## config.mk

```make
export PLATFORM = sky130hd
export DESIGN_NAME = onehot_scan_decoder_flat
export DESIGN_NICKNAME = d
export VERILOG_FILES = /design/src/rtl/decoder_pkg.sv /design/src/rtl/onehot_scan_decoder_if.sv /design/src/rtl/onehot_scan_decoder_tick.sv /design/src/rtl/onehot_scan_decoder.sv /design/src/flat_wrapper.sv
export SDC_FILE = /design/constraint.sdc
export NUM_CORES = 1
export LEC_CHECK = 0
export CAP_MARGIN = 20
export CELL_PAD_IN_SITES_DETAIL_PLACEMENT = 1
export CELL_PAD_IN_SITES_GLOBAL_PLACEMENT = 2
export CORE_ASPECT_RATIO = 1.4
export CORE_UTILIZATION = 34
export CTS_BUF_LIST = sky130_fd_sc_hd__clkbuf_8
export CTS_CLUSTER_DIAMETER = 80
export DETAILED_ROUTE_END_ITERATION = 12
export GPL_TIMING_DRIVEN = 0
export PLACE_DENSITY_LB_ADDON = 0.1
export SLEW_MARGIN = 20
export SYNTH_ARGS = -nofsm -noshare
export SYNTH_HDL_FRONTEND = slang
export SYNTH_SLANG_ARGS = --single-unit
```

## constraint.sdc

```tcl
create_clock -name clk -period 3 [get_ports clk]
set_input_delay 0.6 -clock clk [delete_from_list [all_inputs] [get_ports clk]]
set_output_delay 0.6 -clock clk [all_outputs]
set_load 0.005 [all_outputs]
```

## src/rtl/decoder_pkg.sv

```systemverilog
// Shared decoder definitions: FSM state encoding and the one-hot helper
// used by this decoder and by later decoder/mux blocks.
package decoder_pkg;

    // Widest index any client decoder may use; onehot() works at this width
    // and callers size-cast the result down to their own N.
    localparam int MAX_SEL_W = 8;
    localparam int MAX_N     = 1 << MAX_SEL_W;

    typedef enum logic [1:0] {
        IDLE   = 2'd0,
        DIRECT = 2'd1,
        SCAN   = 2'd2
    } state_e;

    // Returns 1 << idx as a MAX_N-bit vector.
    function automatic logic [MAX_N-1:0] onehot(input logic [MAX_SEL_W-1:0] idx);
        logic [MAX_N-1:0] v;
        v      = '0;
        v[idx] = 1'b1;
        return v;
    endfunction

endpackage

```

## src/rtl/onehot_scan_decoder_if.sv

```systemverilog
// Index handshake and select outputs of the one-hot scan decoder.
interface onehot_scan_decoder_if #(
    parameter int SEL_W = 3
);
    localparam int N = 1 << SEL_W;

    logic             en;
    logic             mode;
    logic             sel_valid;
    logic [SEL_W-1:0] sel;
    logic             sel_ready;
    logic [N-1:0]     y;
    logic [SEL_W-1:0] active_idx;
    logic             wrap;

    modport master (
        output en, mode, sel_valid, sel,
        input  sel_ready, y, active_idx, wrap
    );

    modport slave (
        input  en, mode, sel_valid, sel,
        output sel_ready, y, active_idx, wrap
    );

endinterface

```

## src/rtl/onehot_scan_decoder_tick.sv

```systemverilog
// Dwell counter for scan mode: counts 0..DWELL-1 while running and flags
// the last count so the decoder can step to the next index.
module scan_tick_gen #(
    parameter int DWELL = 4
) (
    input  logic clk,
    input  logic rst_n,
    input  logic clear,
    input  logic run,
    output logic tick
);

    localparam int CNT_W = (DWELL > 1) ? $clog2(DWELL) : 1;
    localparam logic [CNT_W-1:0] LAST = CNT_W'(DWELL - 1);

    logic [CNT_W-1:0] cnt_r;

    assign tick = run & (cnt_r == LAST);

    // Dwell count: clear has priority, wraps to zero after the last count.
    always_ff @(posedge clk or negedge rst_n) begin
        if (!rst_n) begin
            cnt_r <= '0;
        end else if (clear) begin
            cnt_r <= '0;
        end else if (run) begin
            if (cnt_r == LAST) begin
                cnt_r <= '0;
            end else begin
                cnt_r <= cnt_r + CNT_W'(1);
            end
        end else begin
            cnt_r <= cnt_r;
        end
    end

endmodule

```

## src/rtl/onehot_scan_decoder.sv

```systemverilog
// Registered binary-to-one-hot decoder with direct (handshaked index) and
// auto-scan modes. y, active_idx and wrap are registered; sel_ready is a
// decode of the current state.
module onehot_scan_decoder
    import decoder_pkg::*;
#(
    parameter int SEL_W = 3,
    parameter int DWELL = 4
) (
    input  logic                  clk,
    input  logic                  rst_n,
    onehot_scan_decoder_if.slave  bus
);

    localparam int N = 1 << SEL_W;

    localparam logic [1:0] S_IDLE   = IDLE;
    localparam logic [1:0] S_DIRECT = DIRECT;
    localparam logic [1:0] S_SCAN   = SCAN;

    logic [1:0]       state_r;
    logic [1:0]       state_nxt_s;
    logic [SEL_W-1:0] idx_r;
    logic [SEL_W-1:0] idx_nxt_s;
    logic [N-1:0]     y_r;
    logic [N-1:0]     y_nxt_s;
    logic             wrap_r;
    logic             wrap_nxt_s;
    logic             accept_s;
    logic             tick_s;
    logic             tick_clear_s;
    logic             tick_run_s;

    assign bus.sel_ready  = (state_r == S_DIRECT);
    assign bus.y          = y_r;
    assign bus.active_idx = idx_r;
    assign bus.wrap       = wrap_r;

    assign accept_s = bus.sel_valid & bus.sel_ready;

    // The counter only runs while staying in SCAN, so every entry into SCAN
    // starts the dwell from zero.
    assign tick_run_s   = (state_r == S_SCAN);
    assign tick_clear_s = (state_r != S_SCAN) | (state_nxt_s != S_SCAN);

    scan_tick_gen #(
        .DWELL (DWELL)
    ) u_tick (
        .clk   (clk),
        .rst_n (rst_n),
        .clear (tick_clear_s),
        .run   (tick_run_s),
        .tick  (tick_s)
    );

    // Next state: enable dominates, then mode picks DIRECT or SCAN.
    always_comb begin
        state_nxt_s = S_IDLE;
        if (!bus.en) begin
            state_nxt_s = S_IDLE;
        end else if (!bus.mode) begin
            state_nxt_s = S_DIRECT;
        end else begin
            state_nxt_s = S_SCAN;
        end
    end

    // Next index, select and wrap pulse for the state being entered.
    always_comb begin
        idx_nxt_s  = idx_r;
        wrap_nxt_s = 1'b0;
        case (state_nxt_s)
            S_SCAN: begin
                if (state_r != S_SCAN) begin
                    idx_nxt_s = '0;
                end else if (tick_s) begin
                    idx_nxt_s  = idx_r + SEL_W'(1);
                    wrap_nxt_s = (idx_r == SEL_W'(N - 1));
                end else begin
                    idx_nxt_s = idx_r;
                end
            end
            default: begin
                // DIRECT and IDLE: an accepted index always lands in active_idx.
                if (accept_s) begin
                    idx_nxt_s = bus.sel;
                end else begin
                    idx_nxt_s = idx_r;
                end
            end
        endcase
        if (state_nxt_s == S_IDLE) begin
            y_nxt_s = '0;
        end else begin
            y_nxt_s = N'(onehot(MAX_SEL_W'(idx_nxt_s)));
        end
    end

    // State and output registers.
    always_ff @(posedge clk or negedge rst_n) begin
        if (!rst_n) begin
            state_r <= S_IDLE;
            idx_r   <= '0;
            y_r     <= '0;
            wrap_r  <= 1'b0;
        end else begin
            state_r <= state_nxt_s;
            idx_r   <= idx_nxt_s;
            y_r     <= y_nxt_s;
            wrap_r  <= wrap_nxt_s;
        end
    end

endmodule

```

## src/flat_wrapper.sv

```systemverilog
// flat-port wrapper written by rule: the top's interface ports become plain ports
module onehot_scan_decoder_flat import decoder_pkg::*;
#(
    parameter int SEL_W = 3,
    parameter int DWELL = 4
)
  (clk, rst_n, bus_en, bus_mode, bus_sel_valid, bus_sel, bus_sel_ready, bus_y, bus_active_idx, bus_wrap);
  onehot_scan_decoder_if #(.SEL_W(SEL_W)) bus_i ();
  input  logic clk;
  input  logic rst_n;
  input wire logic [$bits(bus_i.en)-1:0] bus_en;
  input wire logic [$bits(bus_i.mode)-1:0] bus_mode;
  input wire logic [$bits(bus_i.sel_valid)-1:0] bus_sel_valid;
  input wire logic [$bits(bus_i.sel)-1:0] bus_sel;
  output wire logic [$bits(bus_i.sel_ready)-1:0] bus_sel_ready;
  output wire logic [$bits(bus_i.y)-1:0] bus_y;
  output wire logic [$bits(bus_i.active_idx)-1:0] bus_active_idx;
  output wire logic [$bits(bus_i.wrap)-1:0] bus_wrap;
  assign bus_i.en = bus_en;
  assign bus_i.mode = bus_mode;
  assign bus_i.sel_valid = bus_sel_valid;
  assign bus_i.sel = bus_sel;
  assign bus_sel_ready = bus_i.sel_ready;
  assign bus_y = bus_i.y;
  assign bus_active_idx = bus_i.active_idx;
  assign bus_wrap = bus_i.wrap;
  onehot_scan_decoder #(.SEL_W(SEL_W), .DWELL(DWELL)) u_core (.clk(clk), .rst_n(rst_n), .bus(bus_i));
endmodule
```

; ---- Yosys cells after proc, flatten, opt, wreduce, memory -nomap -nowiden
; Index checks and enable logic that the tools add are counted.
[totals]
output_inout_bits = 13
word_cells = 37
register_bits = 16
in_bits = 8
[classes]
mux = 15
n_addsub = 2
bitwise_logic = 3
reduce_logical = 3
n_eq_ne = 7
n_lt_le_gt_ge = 2
[ops]
columns = op, count
row1 = $mux 3, 4
row2 = $mux 2, 5
row3 = $lt 3x9->1 const B, 1
row4 = $mux 8, 1
row5 = $eq 2x2->1 const B, 3
row6 = $mux 1, 4
row7 = $ne 2x2->1 const B, 2
row8 = $add 3x1->3 const B, 1
row9 = $demux 1 s3, 1
row10 = $eq 3x3->1 const B, 1
row11 = $ge 3x1->1 const B, 1
row12 = $add 2x1->2 const B, 1
row13 = $and 1x1->1, 2
row14 = $eq 2x1->1 const B, 1
row15 = $logic_not 2->1, 1
row16 = $reduce_bool 2->1, 1
row17 = $logic_and 1x1->1, 1
row18 = $or 1x1->1, 1

; ---- Longest topological paths before layout
; Gate-level depths: netlist (run 1).
[depth]
word_depth = 10
ltp_mapped = 7
mapped_depth_nobuf = 7

; ---- Modules after synthesis
; From an unflattened synthesis (run 1), not the netlist that was laid out.
[unflattened]
cells_unflattened = 58
area_unflattened_um2 = 734.5
[by_module_without_submodules]
columns = mod, instances, area_each_um2, seq_area_each_um2, cells_each
row1 = onehot_scan_decoder, 1, 628.1, 350.3, 49
row2 = scan_tick_gen, 1, 106.4, 50.0, 9

; ---- Worst setup path after synthesis (run 1)
; Ideal clock, no wire load.
[synth_timing]
path_kind = register -> register
startpoint = register u_core.idx_r[0], in the netlist u_core.bus.active_idx[0]
endpoint = register u_core.y_r[2], in the netlist u_core.bus.y[2]
path_stages_with_launch = 8
period_less_slack_ps = 1875
n_path_buf = 0
t_required_ps = 2919
slack_ps = 1125
arrival_time_ps = 1794
setup_time_ps = 81
path_cell_list = dfrtp_1 ha_1 ha_1 nor2b_1 o22ai_2 a221oi_4 inv_4 nor3b_2
[synth_via]
elab_chain_len = 9
word_cells_on_any_way = 11
classes_between = 1 x add/sub / 2 x order compare / 7 x mux / 1 x reduce/logical
[synth_lines]
columns = element, line_no
row1 = start: declaration, onehot_scan_decoder.sv:23  ; logic [SEL_W-1:0] idx_r;
row2 = start signal: assignment, onehot_scan_decoder.sv:108  ; idx_r <= idx_nxt_s;
row3 = $add 3x1->3 (*), onehot_scan_decoder.sv:77  ; idx_nxt_s = idx_r + SEL_W'(1);
row4 = $mux 3 (*), onehot_scan_decoder.sv:76  ; end else if (tick_s) begin
row5 = $mux 3 (*), onehot_scan_decoder.sv:74  ; if (state_r != S_SCAN) begin
row6 = $mux 3 (*), onehot_scan_decoder.sv:72  ; case (state_nxt_s)
row7 = via u_core.idx_nxt_s[2], onehot_scan_decoder.sv:24  ; logic [SEL_W-1:0] idx_nxt_s;
row8 = $lt 3x9->1 (implied by the code) / $ge 3x1->1 (equally long branches), decoder_pkg.sv:20  ; v[idx] = 1'b1;
row9 = $logic_and 1x1->1 (implied by the code), decoder_pkg.sv:20
row10 = $mux 1 (implied by the code), decoder_pkg.sv:20
row11 = $demux 1 s3 (*), n/a
row12 = $mux 8 (*), onehot_scan_decoder.sv:92  ; if (state_nxt_s == S_IDLE) begin
row13 = via u_core.y_nxt_s[2], onehot_scan_decoder.sv:26  ; logic [N-1:0] y_nxt_s;
row14 = end signal: assignment, onehot_scan_decoder.sv:109  ; y_r <= y_nxt_s;
row15 = end: declaration, onehot_scan_decoder.sv:25  ; logic [N-1:0] y_r;
; Mark *: on every way through the listed nets, which the timed path passes. The rest lies on a longest branch.
; A chain may end at the register's enable or synchronous reset.

; ---- Final worst setup path (run 1)
[layout_timing]
startpoint = input bus_mode
endpoint = register u_core.y_r[2], in the netlist u_core.bus.y[2]
[layout_via]
elab_chain_len = 9
word_cells_on_any_way = 11
classes_between = 2 x order compare / 1 x eq/ne / 6 x mux / 2 x reduce/logical
[layout_lines]
columns = element, line_no
row1 = start: declaration, flat_wrapper.sv:12  ; input wire logic [$bits(bus_i.mode)-1:0] bus_mode;
row2 = $mux 2 (*), onehot_scan_decoder.sv:61  ; end else if (!bus.mode) begin
row3 = $mux 2 (*), onehot_scan_decoder.sv:59  ; if (!bus.en) begin
row4 = via u_core.state_nxt_s[1], onehot_scan_decoder.sv:22  ; logic [1:0] state_nxt_s;
row5 = $eq 2x2->1 (*), onehot_scan_decoder.sv:72
row6 = $mux 3 (*), onehot_scan_decoder.sv:72
row7 = via u_core.idx_nxt_s[2], onehot_scan_decoder.sv:24
row8 = $lt 3x9->1 (implied by the code) / $ge 3x1->1 (equally long branches), decoder_pkg.sv:20
row9 = $logic_and 1x1->1 (implied by the code), decoder_pkg.sv:20
row10 = $mux 1 (implied by the code), decoder_pkg.sv:20
row11 = $demux 1 s3 (*), n/a
row12 = $mux 8 (*), onehot_scan_decoder.sv:92
row13 = via u_core.y_nxt_s[2], onehot_scan_decoder.sv:26
; Marked as above.

==> results of run 1 <==
==> routing by layer <==
| metal | vias to the layer above | GRT usage (%) |
|---|---|---|
| met1 | 279 | 19.5 |
| li1 | 253 | - |
| met5 | - | 0 |
| met3 | 2 | 3.12 |
| met2 | 14 | 25.9 |
| met4 | 0 | 4.15 |
==> Yosys cell counts <==
cell type  count
dfrtp_1       16
nand3_1        4
nor2_1         4
ha_1           3
nor3_1         3
nand3b_1       2
nor2b_1        2
nor3_2         2
nor3b_1        2
nor3b_2        2
a221oi_4       1
and2_1         1
and2b_2        1
and3_1         1
and3_4         1
and3b_2        1
clkinv_1       1
inv_1          1
inv_4          1
mux2i_1        1
nand2_2        1
nand2b_1       1
nand4b_2       1
o211ai_1       1
o21ai_1        1
o22ai_2        1
o311ai_4       1
xor2_1         1
==> power breakdown <==
group / switching [µW] / total, µW / internal [µW]
registers: 7.74 / 233 / 225
logic: 33.6 / 71.5 / 37.9
clock network: 69.5 / 158 / 88.8
total: 111 / 462 / 352
==> path summary, 6_finish.rpt <==
path	to	slack [ns]	cells past startpoint
min	u_core.u_tick.cnt_r[0]	0.44	1
min in group asynchronous	u_core.bus.wrap	0.79	1
max	u_core.bus.y[2]	0.96	7
max in group asynchronous	u_core.u_tick.cnt_r[1]	1.74	1
min reg2reg	u_core.u_tick.cnt_r[0]	0.44	1
max reg2reg	u_core.bus.y[2]	0.97	7
==> area by class of cell <==
| type | instances | area [µm²] | area share, % |
|---|---|---|---|
| clock buffers | 3 | 41.3 | 4.03 |
| inverters | 3 | 13.8 | 1.34 |
| multi-input cells | 39 | 342 | 33.4 |
| flip-flops and latches | 16 | 400 | 39.1 |
| well taps | 21 | 26.3 | 2.57 |
| repair buffers | 20 | 200 | 19.6 |
==> stage by stage <==
step / total power [µW] / setup WS [ns] / cells / util (%)
floorplan: 269 / 1.12 / 58 / -
global placement: 307 / 0.723 / 99 / 48.6
detailed placement: 309 / 0.684 / 99 / 48.6
CTS: 467 / 0.937 / 102 / 50.7
global route: 482 / 0.784 / 102 / 50.7
finish: 462 / 0.960 / 102 / 50.7
==> state kept, by name, summed over array words and instances, names as in the netlist <==
signal                 flops
u_core.bus.y               8
u_core.bus.active_idx      3
u_core.state_r             2
u_core.u_tick.cnt_r        2
u_core.bus.wrap            1
==> logic make-up (layout without fill, tap and decap cells) <==
| family | count (synthesis) | in the layout | share of synthesized area (%) |
|---|---|---|---|
| AOI/OAI and AO/OA | 5 | 5 | 10.3 |
| buffers and inverters | 3 | 26 | 1.82 |
| muxes | 1 | 1 | 1.32 |
| xor gates and xnor gates | 1 | 1 | 1.16 |
| and+or+nand+nor | 29 | 29 | 27.5 |
| DFF | 16 | 16 | 53.0 |
| adders and majority gates | 3 | 3 | 4.97 |
==> critical path, cell delays in order <==
cell	delay, ns
clkdlybuf4s50_1	0.56
nand2_2	0.12
clkinv_1	0.11
o22ai_2	0.11
a221oi_4	0.44
inv_4	0.10
nor3b_2	0.18
==> results.txt, run 1 <==
Num CTS Buffers: 3
max cap viols: 0
post-synthesis cell area: 756 µm²
final global-route overflow total: 0
Hold/Removal Path Class: reg -> reg
fin crit share: 68.0%
proportion of netlist area held by the largest area contributor: 53.0%
Via Count: 548
crit start category: input pin
Hold Fails Final Rpt: 0
initial antenna violation count: 0
worst-margin pin slew: 0.738 ns
critical path peak fanout: 5
Die X: 41.8 µm
Fill cells: 216
status: completed
setup TNS: 0 ns
area added between synthesis and finish: 35.4%
max layer used: met4
met3 wire len: 65 µm
Initial DRC Count: 3
Yosys warning total: 0
CTS resizes: 0
die span in y: 57.8 µm
WS Path Type: in -> reg
# IOs: 21
number of synthesized register bits: 16
average instance area after synthesis: 13.0 µm²
ratio of cells with drive above 1 in the final layout: 19.8%
Pins Over Slew Limit: 0
Leak Pwr: 0.000455 µW
Total Wirelength: 1610 µm
CTS max path bufs: 2
most frequent cells in the layout: clkdlybuf4s50_1 (20), dfrtp_1 (16), nor2_1 (4), nand3_1 (4)
GP Congestion: 0.722
Slew headroom: 50.7%
Setup crit end kind: register
met2 routed WL: 815 µm
Layout Skew: 0.00203 ns
# port buffers: 20
Final setup viols: 0
Post CTS Setup Buffer Count: 0
fraction of the yosys area taken by sequential cells: 53.0%
largest net degree at the start of global routing: 17
Cell Rows: 19
CP Launch Point: bus_mode
Synth area leader: dfrtp_1
Syn Nets: 69
Metal-1 WL: 719 µm
crit path time final: 2.04 ns
DP HPWL: 1200 µm
clock latency on the worst-skew pair: 0.24 ns
Mapped Cells: 58
Area contributors post-synth: dfrtp_1 (53%), ha_1 (5.0%), a221oi_4 (3.5%)
Max Clk Rate: 490 MHz
most common cell after layout, fill and taps aside: clkdlybuf4s50_1
post-synth cell types: 28
drt wl/cell: 15.8 µm
RSZ-0062 raised after global routing: false
RR Startpoint: u_core.bus.active_idx[0]
Root Driver: clkbuf_8
CP arrival: 2.21 ns
hold_buf cts: 0
Area after DPL: 982 µm²
first-pass GRT wire length: 2750 µm
Core Area: 0.00202 mm²
Pre-antenna DRT Iters: 2
Routed Antenna Nets: 0
Final Net Count: 94
hold slack: 0.441 ns
H-tree depth: 1
pwr/cell area: 452 mW/mm²
Worst EP required: 3.17 ns
vias per std cell: 5.37
IR drop worst, VDD: 0.000356 V
clock-pin slew on the worst setup and hold paths: 0.06 ns
final instance area: 0.00102 mm²
Antenna diodes: 0
Die ar.: 0.00242 mm²
CTS tree: yes
DRC Markers: 0
Initial Utilization: 37.4%
CTS sink count: 16
GRT Resource Usage Total: 15.2%
critical hold path startpoint: u_core.u_tick.cnt_r[0]
number of global-route vias before repair: 596
Note: power is estimated with default switching activity, not from simulation.
==> run 2: changes to the inputs <==
- CORE_UTILIZATION: 34 -> 31
- clock period: 3 -> 1.9 ns (I/O delays scaled with it)
==> run 2 against run 1 <==
Against the previous run: the flow now finishes with violations (design-rule violations); die area rose by 9.3%; clock power increased by 58%; cell count grew 4.9%; sequential share of layout area down 2.0 points; hold slack improved by 0.0076 ns; count of clock-buffer cells in the layout unchanged; non-clock buffer count up 4; setup slack worse by 0.83 ns; flip-flop and latch count unchanged; register-to-register slack worse by 0.84 ns; first-iteration DRC count rose to 4.3 times the previous value; largest power group unchanged.
==> results.txt, run 2 (synthesis gave the netlist of run 1 again) <==
status: finished with violations
failing checks: design-rule violations
die span in y: 60.4 µm (+4.6%)
Power Internal: 566 µW (+61%)
Via Count: 556 (+1.5%)
H-tree depth: 1 (unchanged)
Hold Fails Final Rpt: 0 (unchanged)
GP Congestion: 0.686 (-5.0%)
crit path cell chain: ha_2, ha_4, nor2b_2, o22ai_2, a221oi_4, buf_4, nor3_1
worst-margin pin slew: 0.718 ns (-0.0199 ns)
CTS max path bufs: 2 (unchanged)
Hold/Removal Path Class: reg -> reg
clock-pin slew on the worst setup and hold paths: 0.06 ns (about the same)
fin crit share: 93.0%
critical hold path startpoint: u_core.u_tick.cnt_r[0]
first-pass GRT wire length: 2980 µm (+8.2%)
max cap viols: 0 (unchanged)
most frequent cells in the layout: clkdlybuf4s50_1 (18), dfrtp_1 (16), nor2_1 (4), nand3_1 (4), buf_4 (4)
Comb pwr share: 17.3% (+1.8 points)
crit start category: register
Slew headroom: 52.0% (+1.3 points)
RSZ-0062 raised after global routing: false
clock share of power: 33.5% (-0.7 points)
Final setup viols: 0 (unchanged)
final global-route overflow total: 0 (unchanged)
# port buffers: 20 (unchanged)
pwr/cell area: 690 mW/mm² (+53%)
CP arrival: 1.88 ns (-0.33 ns)
WS Path Type: reg -> reg
# IOs: 21 (unchanged)
Leak Pwr: 0.000487 µW (+7.1%)
Die X: 43.7 µm (+4.5%)
Initial Utilization: 33.9% (-3.5 points)
initial antenna violation count: 0 (unchanged)
Max Clk Rate: 566 MHz
DRC Markers: 2 (+2)
Total Wirelength: 1740 µm (+7.7%)
setup TNS: 0 ns (unchanged)
area added between synthesis and finish: 42.5%
Layout Skew: 0.00111 ns (-0.000924 ns)
final instance area: 0.00108 mm² (+5.3%)
Cell Rows: 20 (+1)
hold_buf cts: 0 (unchanged)
crit path time final: 1.77 ns
Antenna diodes: 0 (unchanged)
GRT Resource Usage Total: 16.1% (+0.93 points)
Pins Over Slew Limit: 0 (unchanged)
clock latency on the worst-skew pair: 0.25 ns (about the same)
Setup crit end kind: register
Flop pwr share: 49.2% (-1.1 points)
RR Startpoint: u_core.bus.active_idx[0]
Pre-antenna DRT Iters: 8 (+6)
Sw Ratio: 23.8% (-0.13 points)
vias per std cell: 5.20 (-3.3%)
Buffers & Inverters on Critical Path: 1 (-2)
critical path's largest stage delay: 0.39 ns (-0.17 ns)
Core Area: 0.00223 mm² (+10%)
CP Launch Point: u_core.bus.active_idx[0]
IR drop worst, VDD: 0.000456 V (+28%)
critical path peak fanout: 3 (-2)
Initial DRC Count: 13 (+10)
CTS sink count: 16 (unchanged)
crit-path leading delay family: compound AO/OA/AOI/OAI gates
Routed Antenna Nets: 0 (unchanged)
NetSw: 177 µW (+60%)
Final Net Count: 98 (+4.3%)
drt wl/cell: 16.3 µm (+2.7%)
Fill cells: 229 (+6.0%)
Num CTS Buffers: 3 (unchanged)
number of global-route vias before repair: 637 (+6.9%)
Area after DPL: 983 µm² (+0.13%)
max FFs per register: 8 (unchanged)
largest net degree at the start of global routing: 17 (unchanged)
CP max-delay cell: dfrtp_1
CTS tree: yes
Die ar.: 0.00264 mm² (+9.3%)
most common cell after layout, fill and taps aside: clkdlybuf4s50_1
DP HPWL: 1290 µm (+7.1%)
Root Driver: clkbuf_8
ratio of cells with drive above 1 in the final layout: 27.1% (+7.3 points)
Worst EP required: 2.01 ns (-1.16 ns)
run 2: cell types whose count changed in the layout (fill, tap and decap cells not counted):
cell,previous run,this run
dlymetal6s2s_1,0,2
buf_4,0,4
nor2b_2,0,1
ha_4,0,1
clkdlybuf4s50_1,20,18
ha_2,0,1
ha_1,3,1
nor2b_1,2,1
run 2: worst register-to-register path: stages (launching register included):
cell and delay, ns:
dfrtp_1 0.39, ha_2 0.21, ha_4 0.23, nor2b_2 0.12
o22ai_2 0.08, a221oi_4 0.38, buf_4 0.18, nor3_1 0.04
run 2: routing by layer:
metal  up-vias  GRT usage (%)  part of all wire [%]
met5         -              0                     0
li1        262              -                     -
met3         5           4.46                   5.1
met1       272           18.5                    42
met2        17           26.7                    50
met4         0           9.38                   2.8
run 2: worst paths after layout:
check                      cells after the start  slack (ns)                      to
min reg2reg                                    1        0.45  u_core.u_tick.cnt_r[0]
max                                            7        0.13         u_core.bus.y[5]
min                                            1        0.45  u_core.u_tick.cnt_r[0]
max in group asynchronous                      1        0.89       u_core.state_r[0]
min in group asynchronous                      1        0.56         u_core.bus.wrap
max reg2reg                                    7        0.13         u_core.bus.y[5]
run 2: power by group through the flow:
stage                     registers [µW]  logic [µW]  clock network [µW]
after floorplan                      372        52.9                   0
after global placement               373         114                   0
after detailed placement             373         114                   0
after CTS                            367         128                 260
after global routing                 368         141                 277
final                                366         128                 249
run 2: timing repair:
item	4_1_cts	5_1_grt
gates resized for setup	1	4
endpoints found under the hold margin	0	0
setup buffers	3	1
pin swaps	1	2
setup endpoints to repair	9	8
run 2: per-stage QoR:
stage | setup slack (ns) | instances | utilization, % | hold WS (ns) | power [µW]
floorplan | 0.0248 | 58 | - | 0.0844 | 425
global placement | -0.224 | 100 | 44.2 | 0.425 | 487
detailed placement | -0.218 | 100 | 44.2 | 0.446 | 488
CTS | 0.0521 | 106 | 47.6 | 0.454 | 754
global route | 0.00980 | 107 | 48.4 | 0.475 | 785
finish | 0.133 | 107 | 48.4 | 0.448 | 743
run 2: area by class of cell:
cell class                 instances  area, µm²  area share [%]
sequential                        16        400            37.2
multi-input combinational         39        359            33.3
inverter                           3       13.8            1.28
tap                               22       27.5            2.56
timing repair buffer              24        235            21.8
clock buffer                       3       41.3            3.83
